## config.mk

```make
export PLATFORM = sky130hd
export DESIGN_NAME = mem_port_arbiter_flat
export DESIGN_NICKNAME = d
export VERILOG_FILES = /design/src/rtl/mem_arb_pkg.sv /design/src/rtl/mem_port_arbiter_if.sv /design/src/rtl/arb_starve_ctr.sv /design/src/rtl/mem_port_arbiter.sv /design/src/flat_wrapper.sv
export SDC_FILE = /design/constraint.sdc
export NUM_CORES = 1
export LEC_CHECK = 0
export BUFFER_PORTS_ARGS = -buffer_cell sky130_fd_sc_hd__buf_4
export CAP_MARGIN = 5
export CORE_MARGIN = 5
export CORE_UTILIZATION = 31
export DETAILED_ROUTE_END_ITERATION = 6
export MAX_ROUTING_LAYER = met4
export SLEW_MARGIN = 20
export SYNTH_ARGS = -nofsm -noshare
export SYNTH_HDL_FRONTEND = slang
export SYNTH_SLANG_ARGS = --single-unit
```

## constraint.sdc

```tcl
create_clock -name clk -period 4.8 [get_ports clk]
set_input_delay 0.72 -clock clk [delete_from_list [all_inputs] [get_ports clk]]
set_output_delay 0.72 -clock clk [all_outputs]
set_load 0.02 [all_outputs]
```

## src/rtl/mem_arb_pkg.sv

```systemverilog
// mem_arb_pkg: shared types for the unified memory-port arbiter.
// Latency: n/a (types and constants only).
// Backpressure: n/a.
package mem_arb_pkg;

    localparam int ARB_ADDR_W = 32;
    localparam int ARB_DATA_W = 32;
    localparam int BE_W       = ARB_DATA_W / 8;

    typedef enum logic [1:0] {
        IDLE  = 2'd0,
        GNT_D = 2'd1,
        GNT_I = 2'd2
    } arb_state_t;

    // Request fields captured when a grant is issued; drive mem_* until ack.
    typedef struct packed {
        logic                  we;
        logic [ARB_ADDR_W-1:0] addr;
        logic [ARB_DATA_W-1:0] wdata;
        logic [BE_W-1:0]       be;
    } arb_req_t;

endpackage

```

## src/rtl/mem_port_arbiter_if.sv

```systemverilog
// mem_port_arbiter_if: fetch, MEM-stage and memory-side signals of the shared port.
// Latency: n/a (wiring only).
// Backpressure: req held by requester until its single-cycle valid; stalls freeze the pipeline.
interface mem_port_arbiter_if
    import mem_arb_pkg::*;
#(
    parameter int ADDR_W = ARB_ADDR_W,
    parameter int DATA_W = ARB_DATA_W
);
    // fetch requester
    logic                if_req;
    logic [ADDR_W-1:0]   if_addr;
    logic                if_valid;
    logic [DATA_W-1:0]   if_rdata;
    // MEM-stage requester
    logic                d_req;
    logic                d_we;
    logic [ADDR_W-1:0]   d_addr;
    logic [DATA_W-1:0]   d_wdata;
    logic [DATA_W/8-1:0] d_be;
    logic                d_valid;
    logic [DATA_W-1:0]   d_rdata;
    // memory side
    logic                mem_req;
    logic                mem_we;
    logic [ADDR_W-1:0]   mem_addr;
    logic [DATA_W-1:0]   mem_wdata;
    logic [DATA_W/8-1:0] mem_be;
    logic                mem_ack;
    logic [DATA_W-1:0]   mem_rdata;
    // pipeline control
    logic                stall_f;
    logic                stall_m;
    logic                busy;

    // arbiter view
    modport slave (
        input  if_req, if_addr,
        input  d_req, d_we, d_addr, d_wdata, d_be,
        input  mem_ack, mem_rdata,
        output if_valid, if_rdata, d_valid, d_rdata,
        output mem_req, mem_we, mem_addr, mem_wdata, mem_be,
        output stall_f, stall_m, busy
    );

    // pipeline + memory view
    modport master (
        output if_req, if_addr,
        output d_req, d_we, d_addr, d_wdata, d_be,
        output mem_ack, mem_rdata,
        input  if_valid, if_rdata, d_valid, d_rdata,
        input  mem_req, mem_we, mem_addr, mem_wdata, mem_be,
        input  stall_f, stall_m, busy
    );

endinterface

```

## src/rtl/arb_starve_ctr.sv

```systemverilog
// arb_starve_ctr: counts data grants taken while fetch waits; flags when fetch must win.
// Latency: hit reflects the registered count, usable in the same IDLE arbitration.
// Backpressure: none; inc/clr are single-cycle events from the arbiter.
module arb_starve_ctr #(
    parameter int STARVE_MAX = 4
) (
    input  logic clk,
    input  logic rst_n,
    input  logic inc,
    input  logic clr,
    output logic hit
);
    localparam int CNT_W = $clog2(STARVE_MAX + 1);

    logic [CNT_W-1:0] cnt_q, cnt_d;

    // clear wins over increment; saturate so the count never wraps back below STARVE_MAX
    always_comb begin
        cnt_d = cnt_q;
        if (clr) begin
            cnt_d = '0;
        end else if (inc && (cnt_q != CNT_W'(STARVE_MAX))) begin
            cnt_d = cnt_q + 1'b1;
        end
    end

    // count register
    always_ff @(posedge clk or negedge rst_n) begin
        if (!rst_n) begin
            cnt_q <= '0;
        end else begin
            cnt_q <= cnt_d;
        end
    end

    assign hit = (cnt_q == CNT_W'(STARVE_MAX));

endmodule

```

## src/rtl/mem_port_arbiter.sv

```systemverilog
// mem_port_arbiter: shares one memory port between fetch and MEM stage, MEM stage first.
// Latency: request seen in IDLE at N, mem_req from N+1, valid with mem_ack (>= 2 cycles/access).
// Backpressure: requesters hold req until valid; stall_f/stall_m freeze the pipeline meanwhile.
// Optional fetch starvation guard: define ARB_STARVE_GUARD_EN.
module mem_port_arbiter
    import mem_arb_pkg::*;
#(
    parameter int STARVE_MAX = 4
) (
    input  logic              clk,
    input  logic              rst_n,
    mem_port_arbiter_if.slave bus
);

    arb_state_t state_q, state_d;
    arb_req_t   req_q, req_d;
    logic       mem_req_q, mem_req_d;
    logic       mem_we_q, mem_we_d;
    logic       busy_q, busy_d;
    logic       pick_d, pick_i;
    logic       fetch_first;
    logic       d_vld, i_vld;

`ifdef ARB_STARVE_GUARD_EN
    logic starve_inc, starve_clr;

    assign starve_inc = pick_d && bus.if_req;
    assign starve_clr = pick_i || ((state_q == IDLE) && !bus.if_req);

    arb_starve_ctr #(
        .STARVE_MAX (STARVE_MAX)
    ) u_starve_ctr (
        .clk (clk),
        .rst_n (rst_n),
        .inc (starve_inc),
        .clr (starve_clr),
        .hit (fetch_first)
    );
`else
    assign fetch_first = 1'b0;
`endif

    // arbitration is only evaluated in IDLE; data wins unless fetch has been starved
    always_comb begin
        pick_d = 1'b0;
        pick_i = 1'b0;
        if (state_q == IDLE) begin
            if (bus.d_req && !(bus.if_req && fetch_first)) begin
                pick_d = 1'b1;
            end else if (bus.if_req) begin
                pick_i = 1'b1;
            end
        end
    end

    // next state, request capture on the grant edge, and registered memory-side outputs
    always_comb begin
        state_d = state_q;
        req_d   = req_q;
        case (state_q)
            IDLE: begin
                if (pick_d) begin
                    state_d     = GNT_D;
                    req_d.we    = bus.d_we;
                    req_d.addr  = bus.d_addr;
                    req_d.wdata = bus.d_wdata;
                    req_d.be    = bus.d_be;
                end else if (pick_i) begin
                    state_d     = GNT_I;
                    req_d.we    = 1'b0;
                    req_d.addr  = bus.if_addr;
                    req_d.wdata = '0;
                    req_d.be    = '1;
                end
            end
            GNT_D, GNT_I: begin
                if (bus.mem_ack) begin
                    state_d = IDLE;
                end
            end
            default: state_d = IDLE;
        endcase
        mem_req_d = (state_d != IDLE);
        mem_we_d  = (state_d == GNT_D) && req_d.we;
        busy_d    = (state_d != IDLE);
    end

    // state and output registers; reset abandons any outstanding access immediately
    always_ff @(posedge clk or negedge rst_n) begin
        if (!rst_n) begin
            state_q   <= IDLE;
            req_q     <= '0;
            mem_req_q <= 1'b0;
            mem_we_q  <= 1'b0;
            busy_q    <= 1'b0;
        end else begin
            state_q   <= state_d;
            req_q     <= req_d;
            mem_req_q <= mem_req_d;
            mem_we_q  <= mem_we_d;
            busy_q    <= busy_d;
        end
    end

    // an ack outside a grant state (e.g. late ack after reset) produces no valid
    assign d_vld = (state_q == GNT_D) && bus.mem_ack;
    assign i_vld = (state_q == GNT_I) && bus.mem_ack;

    assign bus.d_valid   = d_vld;
    assign bus.if_valid  = i_vld;
    assign bus.d_rdata   = bus.mem_rdata;
    assign bus.if_rdata  = bus.mem_rdata;

    assign bus.mem_req   = mem_req_q;
    assign bus.mem_we    = mem_we_q;
    assign bus.mem_addr  = req_q.addr;
    assign bus.mem_wdata = req_q.wdata;
    assign bus.mem_be    = req_q.be;

    assign bus.stall_m   = bus.d_req && !d_vld;
    assign bus.stall_f   = (bus.if_req && !i_vld) || bus.stall_m;
    assign bus.busy      = busy_q;

endmodule

```

## src/flat_wrapper.sv

```systemverilog
// flat-port wrapper written by rule: the top's interface ports become plain ports
module mem_port_arbiter_flat import mem_arb_pkg::*;
#(
    parameter int STARVE_MAX = 4
)
  (clk, rst_n, bus_if_req, bus_if_addr, bus_d_req, bus_d_we, bus_d_addr, bus_d_wdata, bus_d_be, bus_mem_ack, bus_mem_rdata, bus_if_valid, bus_if_rdata, bus_d_valid, bus_d_rdata, bus_mem_req, bus_mem_we, bus_mem_addr, bus_mem_wdata, bus_mem_be, bus_stall_f, bus_stall_m, bus_busy);
  mem_port_arbiter_if bus_i ();
  input  logic clk;
  input  logic rst_n;
  input wire logic [$bits(bus_i.if_req)-1:0] bus_if_req;
  input wire logic [$bits(bus_i.if_addr)-1:0] bus_if_addr;
  input wire logic [$bits(bus_i.d_req)-1:0] bus_d_req;
  input wire logic [$bits(bus_i.d_we)-1:0] bus_d_we;
  input wire logic [$bits(bus_i.d_addr)-1:0] bus_d_addr;
  input wire logic [$bits(bus_i.d_wdata)-1:0] bus_d_wdata;
  input wire logic [$bits(bus_i.d_be)-1:0] bus_d_be;
  input wire logic [$bits(bus_i.mem_ack)-1:0] bus_mem_ack;
  input wire logic [$bits(bus_i.mem_rdata)-1:0] bus_mem_rdata;
  output wire logic [$bits(bus_i.if_valid)-1:0] bus_if_valid;
  output wire logic [$bits(bus_i.if_rdata)-1:0] bus_if_rdata;
  output wire logic [$bits(bus_i.d_valid)-1:0] bus_d_valid;
  output wire logic [$bits(bus_i.d_rdata)-1:0] bus_d_rdata;
  output wire logic [$bits(bus_i.mem_req)-1:0] bus_mem_req;
  output wire logic [$bits(bus_i.mem_we)-1:0] bus_mem_we;
  output wire logic [$bits(bus_i.mem_addr)-1:0] bus_mem_addr;
  output wire logic [$bits(bus_i.mem_wdata)-1:0] bus_mem_wdata;
  output wire logic [$bits(bus_i.mem_be)-1:0] bus_mem_be;
  output wire logic [$bits(bus_i.stall_f)-1:0] bus_stall_f;
  output wire logic [$bits(bus_i.stall_m)-1:0] bus_stall_m;
  output wire logic [$bits(bus_i.busy)-1:0] bus_busy;
  assign bus_i.if_req = bus_if_req;
  assign bus_i.if_addr = bus_if_addr;
  assign bus_i.d_req = bus_d_req;
  assign bus_i.d_we = bus_d_we;
  assign bus_i.d_addr = bus_d_addr;
  assign bus_i.d_wdata = bus_d_wdata;
  assign bus_i.d_be = bus_d_be;
  assign bus_i.mem_ack = bus_mem_ack;
  assign bus_i.mem_rdata = bus_mem_rdata;
  assign bus_if_valid = bus_i.if_valid;
  assign bus_if_rdata = bus_i.if_rdata;
  assign bus_d_valid = bus_i.d_valid;
  assign bus_d_rdata = bus_i.d_rdata;
  assign bus_mem_req = bus_i.mem_req;
  assign bus_mem_we = bus_i.mem_we;
  assign bus_mem_addr = bus_i.mem_addr;
  assign bus_mem_wdata = bus_i.mem_wdata;
  assign bus_mem_be = bus_i.mem_be;
  assign bus_stall_f = bus_i.stall_f;
  assign bus_stall_m = bus_i.stall_m;
  assign bus_busy = bus_i.busy;
  mem_port_arbiter #(.STARVE_MAX(STARVE_MAX)) u_core (.clk(clk), .rst_n(rst_n), .bus(bus_i));
endmodule
```

# Word-level counts from Yosys, hierarchy flattened
# Cells that the tools add are included.
# W data, S select, Z words.
classes:
  eq_ne: 3
  mux: 12
  reduce_logical: 13
ops:
  columns: ["op", "n"]
  rows:
  - ["$mux W69", 3]
  - ["$mux W2", 3]
  - ["$logic_and A1 B1 Y1", 5]
  - ["$mux W1", 5]
  - ["$eq A2 B1 Y1 const B", 2]
  - ["$pmux W2 S2", 1]
  - ["$reduce_bool A2 Y1", 2]
  - ["$eq A2 B2 Y1 const B", 1]
  - ["$logic_not A1 Y1", 2]
  - ["$logic_not A2 Y1", 1]
  - ["$reduce_and A2 Y1", 1]
  - ["$reduce_or A2 Y1", 1]
  - ["$logic_or A1 B1 Y1", 1]
word_totals:
  reg_bits: 73
  in_bits: 138
  out_inout_bits: 139
  word_cells: 35

# Depth between registers and ports, before layout
# Gate-level depths: netlist of run 1.
logic_depth:
  depth_word: 8
  ltp_mapped: 7
  ltp_nobuf: 5

# Worst setup path before layout of run 1
# Ideal clock, no wire load.
synth_path:
  path_kind: "input -> output"
  from: "input bus_mem_ack"
  to: "output bus_stall_f"
  arrival_ps: 1547
  required_ps: 4080
  path_slack_ps: 2533
  path_stages: 3
  n_path_buf: 0
  cell_sequence: "and2_1 > nor2b_1 > a21o_1"
synth_via:
  elab_chain_cells: 4
  elab_cells_between_ends: 7
  cone_classes: "reduce/logical: 7"
synth_rtl:
  columns: ["element", "line_no", "source"]
  rows:
  - ["start, declared", "flat_wrapper.sv:17", "input wire logic [$bits(bus_i.mem_ack)-1:0] bus_mem_ack;"]
  - ["$logic_and A1 B1 Y1", "mem_port_arbiter.sv:106", "assign d_vld = (state_q == GNT_D) && bus.mem_ack;"]
  - ["$logic_not A1 Y1", "mem_port_arbiter.sv:120", "assign bus.stall_m = bus.d_req && !d_vld;"]
  - ["$logic_and A1 B1 Y1", "mem_port_arbiter.sv:120", null]
  - ["net bus_stall_m", "flat_wrapper.sv:29", "output wire logic [$bits(bus_i.stall_m)-1:0] bus_stall_m;"]
  - ["$logic_or A1 B1 Y1", "mem_port_arbiter.sv:121", "assign bus.stall_f = (bus.if_req && !i_vld) || bus.stall_m;"]
  - ["end, declared", "flat_wrapper.sv:28", "output wire logic [$bits(bus_i.stall_f)-1:0] bus_stall_f;"]
# The timed path passes the listed nets, and every way through them passes these cells.

# Worst setup path after layout of run 1
layout_path:
  from: "register u_core.state_q[1]"
  to: "output bus_stall_f"
layout_via:
  elab_chain_cells: 5
  elab_cells_between_ends: 9
  cone_classes: "eq/ne: 2; reduce/logical: 7"
layout_rtl:
  columns: ["element", "line_no", "source"]
  rows:
  - ["start, declared", "mem_port_arbiter.sv:15", "arb_state_t state_q, state_d;"]
  - ["start signal, assigned", "mem_port_arbiter.sv:97", "state_q <= state_d;"]
  - ["$eq A2 B2 Y1 / $eq A2 B1 Y1 (equally long branches)", "mem_port_arbiter.sv:107, mem_port_arbiter.sv:106", null]
  - ["$logic_and A1 B1 Y1, on equally long branches", "mem_port_arbiter.sv:107, mem_port_arbiter.sv:106", null]
  - ["$logic_not A1 Y1, on equally long branches", "mem_port_arbiter.sv:121, mem_port_arbiter.sv:120", null]
  - ["$logic_and A1 B1 Y1, on equally long branches", "mem_port_arbiter.sv:121, mem_port_arbiter.sv:120", null]
  - ["$logic_or A1 B1 Y1 *", "mem_port_arbiter.sv:121", null]
# Every way passes the cells marked *; elsewhere a longest branch is shown, timed or not.

==> impl_metrics.csv, run 1 <==
group,metric,value,unit
global_route,grt_use_met2,21.8,%
logic_synthesis,synthCells,399,
logic_synthesis,ys_seq_area_share,45.0,%
global_route,grt_busiest_layer,"met2",
detailed_routing,finalWirelength,10400,µm
power,ir_drop,0.196,mV
clock_tree,clk_pin_slew,0.06,ns
global_route,grt_pass1_wl,16600,µm
final_layout,drive_gt1_share,45.8,%
final_layout,design_area,0.00481,mm²
setup_path,arrival,1.62,ns
final_layout,multi_input_area,0.00109,mm²
final_layout,seq_area,0.00183,mm²
setup_path,startpoint,"u_core.state_q[1]",
sta,worst_pin_slew,0.941,ns
floorplan,fp-row-count,41,
sta,fin_worst_skew,0.00419,ns
sta,slew_headroom,37.2,%
detailed_routing,drt_first_pass_iters,4,
final_layout,synthToLayoutAreaGrowth,18.5,%
logic_synthesis,ys_types,26,
clock_tree,ctsResizeCount,0,
sta,post-route-min-period,2.34,ns
detailed_routing,vias,2761,
clock_tree,cts_setup_buffers,0,
logic_synthesis,synth.avg_cell_area,10.2,µm²
sta,rsz0062_at_grt,"no",
floorplan,die_height,124,µm
placed_design,hpwl,7650,µm
sta,finalCritPeriodShare,48.7,%
logic_synthesis,synth.area.mux_share,0,%
setup_path,startpoint_type,"flip-flop",
flow_run,drv_cap,0,
clock_tree,cts_hold_buffers,0,
floorplan,start_util,31.9,%
logic_synthesis,yosysWarnings,0,
logic_synthesis,synthTopCellsByArea,"dfrtp_1, buf_4, a22o_1, a22oi_1, o21ai_0",
final_layout,n_antenna_cell,0,
logic_synthesis,ys_ff_latch,73,
global_route,antenna_found_initial,0,
detailed_routing,viasPerCell,4.50,
floorplan,die_x,124,µm
worst_hold_path,hold_start,"u_core.bus.mem_addr[20]",
setup_path,required,4.08,ns
logic_synthesis,synthAdderAreaFrac,1.54,%
logic_synthesis,synthesis.area,0.00406,mm²
global_route,grt_overflow_total,0,
detailed_routing,drt_iter0_markers,172,
global_route,grt.met1_usage,14.8,%
clock_tree,cts.sinks,73,
global_route,first_global_vias,2950,
detailed_routing,drtAntennaViolNets,0,
floorplan,io_pins,277,
final_layout,final.fill_count,1305,
logic_synthesis,synth_xor_area_share,0,%
global_route,grt_max_degree,83,
final_layout,layout.nets,579,
clock_tree,clockBufferDepth,2,
global_route,grt_util_met3,4.12,%
clock_tree,root_buffer,"clkbuf_16",
detailed_routing,drcViolationCount,0,
clock_tree,worstSkewPairLatency,0.33,ns
placed_design,place_congestion,0.713,
placed_design,placed_area,0.00451,mm²
sta,fmax,428,MHz
sta,slew_violations,0,
sta,finalHoldViolations,0,
placed_design,port_buffers,180,
status,status,"complete, no violations",
clock_tree,cts_tree,"done",
setup_path,cp_max_fo,5,
global_route,grt_usage,13.6,%
logic_synthesis,synth_compound_area_share,19.7,%
power,power_density,660,mW/mm²
logic_synthesis,syn_nets,542,
floorplan,die_area,0.0155,mm²
worst_hold_path,hold_path_class,"flip-flop to flip-flop",
clock_tree,cts_made_buffers,9,
power,leakage,2.40,nW
clock_tree,htreeDepth,3,
sta,setup-tns-final,0,ns
logic_synthesis,synth_top_cell_by_area,"dfrtp_1",
logic_synthesis,synthSimpleGateAreaFrac,5.24,%
logic_synthesis,synth_top_family_by_area,"buffers and inverters",
floorplan,core,0.0127,mm²
logic_synthesis,synth_top_area_share,45.0,%
setup_path,crit_type,"flip-flop to output pin",
setup_path,cp-end-kind,"output pin",
sta,setup_violations,0,
setup_path,reg2reg_from,"u_core.state_q[0]",
detailed_routing,post_drt_wl_per_cell,17.0,µm
[per-stage QoR]
step	total power [mW]	setup slack, ns	cells	utilization [%]	hold slack [ns]
6_report	3.17	2.46	613	37.8	0.477
5_1_grt	3.40	2.35	613	37.8	0.502
3_5_place_dp	2.56	2.22	597	35.5	0.471
3_3_place_gp	2.51	2.34	597	35.5	0.463
2_1_floorplan	2.33	2.53	399	-	0.424
4_1_cts	3.24	2.48	613	37.8	0.485
[synthesized netlist by cell type, drive strengths merged]
| cell type | instances |
|---|---|
| buf | 151 |
| dfrtp | 73 |
| nand2 | 39 |
| o21ai | 37 |
| a22oi | 33 |
| a22o | 32 |
| clkbuf | 5 |
| ha | 5 |
| inv | 5 |
| a21oi | 4 |
| and2 | 2 |
| and3b | 2 |
| a211oi | 1 |
| a21boi | 1 |
| a21o | 1 |
| a31oi | 1 |
| and3 | 1 |
| nand3b | 1 |
| nand4 | 1 |
| nor2b | 1 |
| nor4bb | 1 |
| o211ai | 1 |
| o221a | 1 |
[path summary, 6_finish.rpt]
path / end / slack [ns] / cells past startpoint
worst min-delay path: u_core.bus.mem_addr[20] / 0.48 / 2
max in group asynchronous: u_core.bus.mem_addr[20] / 3.65 / 1
worst min register to register: u_core.bus.mem_addr[20] / 0.48 / 2
worst max-delay path: bus_stall_f / 2.46 / 6
min in group asynchronous: u_core.bus.mem_wdata[9] / 0.53 / 1
worst max register to register: u_core.bus.mem_addr[19] / 2.57 / 5
[critical path, stage by stage, from the launching register on]
cell,delay (ns)
dfrtp_1,0.41
inv_1,0.10
ha_1,0.19
and2_1,0.15
nor2b_1,0.18
a21o_1,0.12
buf_4,0.13
[cells by family after synthesis]
| kind of cell | Yosys count |
|---|---|
| simple gates | 48 |
| buf+inv | 161 |
| compound gates | 112 |
| fa+ha+maj | 5 |
| flops | 73 |
[placed cells by master (no fill, tap or decap), drive strengths merged]
cell | netlist | routed
buf | 151 | 182
dfrtp | 73 | 73
nand2 | 39 | 39
o21ai | 37 | 37
a22oi | 33 | 33
a22o | 32 | 32
clkbuf | 5 | 11
inv | 5 | 5
ha | 5 | 5
a21oi | 4 | 4
and2 | 2 | 2
clkinvlp | 0 | 2
clkinv | 0 | 2
and3b | 2 | 2
a21boi | 1 | 1
o221a | 1 | 1
nand4 | 1 | 1
nor4bb | 1 | 1
a31oi | 1 | 1
nand3b | 1 | 1
a211oi | 1 | 1
nor2b | 1 | 1
a21o | 1 | 1
o211ai | 1 | 1
and3 | 1 | 1
bufinv | 0 | 1
[where the power goes]
group          internal [mW]  switching [mW]  total (mW)  leakage [nW]
Clock                  0.415           0.248       0.663         0.142
Combinational          0.628           0.860        1.49          1.31
Sequential             0.878           0.146        1.02         0.952
Total                   1.92            1.25        3.17          2.40
[routing by layer]
metal | vias to the layer above | routed length, µm
met5 | - | 0
met4 | 0 | 483
met3 | 49 | 769
met2 | 105 | 5100
met1 | 1289 | 4040
li1 | 1318 | -
[final cells by class]
cell class	instances	area share [%]
clock inverter	5	1.14
tap	172	4.47
multi-input combinational	165	22.6
timing repair buffer	182	28.4
inverter	5	0.390
clock buffer	11	5.05
sequential	73	38.0
[flip-flops by register name (all words and copies together) (netlist names)]
signal,count
u_core.bus.mem_we,1
u_core.bus.mem_be,4
u_core.bus.mem_wdata,32
u_core.req_q,1
u_core.state_q,2
u_core.bus.mem_req,1
u_core.bus.mem_addr,32
No activity file was read; power rests on OpenSTA's default activity.
==> inputs of run 2 (changes only) <==
--- a/config.mk
+++ b/config.mk
@@ -11,6 +11,7 @@
 export CORE_UTILIZATION = 31
 export DETAILED_ROUTE_END_ITERATION = 6
 export MAX_ROUTING_LAYER = met4
+export PLACE_DENSITY = 0.65
 export SLEW_MARGIN = 20
 export SYNTH_ARGS = -nofsm -noshare
 export SYNTH_HDL_FRONTEND = slang
==> constraint.sdc (replaced) <==
create_clock -name clk -period 1.9 [get_ports clk]
set_input_delay 0.285 -clock clk [delete_from_list [all_inputs] [get_ports clk]]
set_output_delay 0.285 -clock clk [all_outputs]
set_load 0.02 [all_outputs]
==> impl_metrics.csv, run 2 (synthesized netlist as in run 1, its figures left out) <==
group,metric,value,unit
sta,fin_worst_skew,0.00341,ns
placed_design,port_buffers,180,
final_layout,synthToLayoutAreaGrowth,20.9,%
final_layout,n_antenna_cell,0,
detailed_routing,drtAntennaViolNets,0,
global_route,antenna_found_initial,0,
floorplan,fp-row-count,41,
detailed_routing,finalWirelength,10100,µm
sta,setup-tns-final,0,ns
setup_path,arrival,1.52,ns
clock_tree,cts_tree,"done",
sta,worst_pin_slew,0.427,ns
setup_path,crit_type,"flip-flop to output pin",
setup_path,startpoint,"u_core.state_q[0]",
detailed_routing,viasPerCell,4.54,
placed_design,place_congestion,0.811,
final_layout,drive_gt1_share,46.1,%
setup_path,reg2reg_from,"u_core.state_q[0]",
power,finalPower,8.11,mW
final_layout,final_util,38.6,%
global_route,first_global_vias,3069,
detailed_routing,drcViolationCount,0,
power,power_density,1650,mW/mm²
detailed_routing,post_drt_wl_per_cell,16.4,µm
global_route,grt_usage,13.3,%
worst_hold_path,hold_start,"bus_d_wdata[0]",
worst_hold_path,hold_path_class,"input port to flip-flop",
final_layout,layout.nets,585,
clock_tree,root_buffer,"clkbuf_16",
status,status,"complete, no violations",
floorplan,start_util,31.9,%
power,leakage,2.45,nW
detailed_routing,drt_iter0_markers,156,
floorplan,die_area,0.0155,mm²
global_route,grt_pass1_wl,16400,µm
flow_run,drv_cap,0,
sta,slew_violations,0,
clock_tree,clockBufferDepth,2,
detailed_routing,vias,2812,
setup_path,cp_max_fo,5,
setup_path,cp-end-kind,"output pin",
sta,setup_violations,0,
setup_path,startpoint_type,"flip-flop",
clock_tree,cts.sinks,73,
power,ir_drop,0.471,mV
clock_tree,cts_made_buffers,9,
floorplan,die_x,124,µm
clock_tree,worstSkewPairLatency,0.32,ns
sta,slew_headroom,71.5,%
final_layout,final_common_cell,"buf_4",
final_layout,layout_common_cells,"buf_4, dfrtp_1, nand2_1",
floorplan,core,0.0127,mm²
sta,finalCritPeriodShare,94.8,%
floorplan,die_height,124,µm
placed_design,hpwl,7670,µm
detailed_routing,drt_first_pass_iters,4,
clock_tree,clk_pin_slew,0.06,ns
sta,post-route-min-period,1.80,ns
global_route,grt_max_degree,73,
setup_path,required,1.62,ns
sta,finalHoldViolations,0,
clock_tree,htreeDepth,3,
sta,fmax,555,MHz
floorplan,io_pins,277,
global_route,grt_overflow_total,0,
sta,rsz0062_at_grt,"no",
-- run 2: cell count changes in the layout (fill, tap and decap cells not counted), sizes merged --
cell         before  now
buf             182  187
dlygate4sd3       0    1
-- run 2: timing repair --
action | CTS | global route
hold endpoints to repair | 29 | 0
gates resized for setup | 1 | 0
hold buffers | 1 | 0
buffers inserted | 1 | 0
setup endpoints to repair | 1 | 0
-- run 2: worst paths after layout --
kind,to,slack [ns],depth (start not counted)
min in group asynchronous,u_core.bus.mem_wdata[8],0.45,2
setup / recovery,bus_stall_f,0.1,5
max in group asynchronous,u_core.bus.mem_wdata[31],0.86,3
setup reg to reg,u_core.bus.mem_addr[2],0.17,6
hold reg to reg,u_core.bus.mem_addr[27],0.48,2
hold / removal,u_core.bus.mem_wdata[0],0.18,2
-- run 2: worst max-delay path: stages (launching register included) --
cell	delay, ns
dfrtp_1	0.42
ha_1	0.21
and2_1	0.15
nor2b_2	0.16
a21o_1	0.10
buf_4	0.14
-- run 2: layer usage --
| metal | vias up | part of all wire (%) | track usage, % |
|---|---|---|---|
| met5 | - | 0 | - |
| li1 | 1325 | - | - |
| met3 | 28 | 7.4 | 4.25 |
| met4 | 0 | 2.5 | 5.48 |
| met2 | 111 | 51 | 22.5 |
| met1 | 1348 | 39 | 14.4 |
-- run 2: through the flow --
step / hold WS, ns / setup WS (ns) / std cells / cell area [µm²]
after CTS: 0.163 / 0.0745 / 619 / 4910
final: 0.179 / 0.0986 / 619 / 4910
after detailed placement: 0.255 / 0.170 / 601 / 4590
after floorplan: -0.0106 / 0.167 / 399 / 4060
after global routing: 0.169 / 0.0259 / 619 / 4910
after global placement: 0.246 / 0.261 / 601 / 4590
-- run 2: cell type report --
cell class              instances  area (µm²)
multi-input cells             165        1090
clock buffers                  11         243
fillers                      1303        7810
clock inverters                 5        55.1
inverters                       5        18.8
well taps                     172         215
flip-flops and latches         73        1830
repair buffers                188        1460
-- run 2: power by group --
| part | internal [mW] | switching, mW | leakage [nW] |
|---|---|---|---|
| registers | 2.22 | 0.356 | 0.952 |
| logic | 1.69 | 2.18 | 1.36 |
| clock network | 1.05 | 0.624 | 0.142 |
| total | 4.95 | 3.16 | 2.45 |
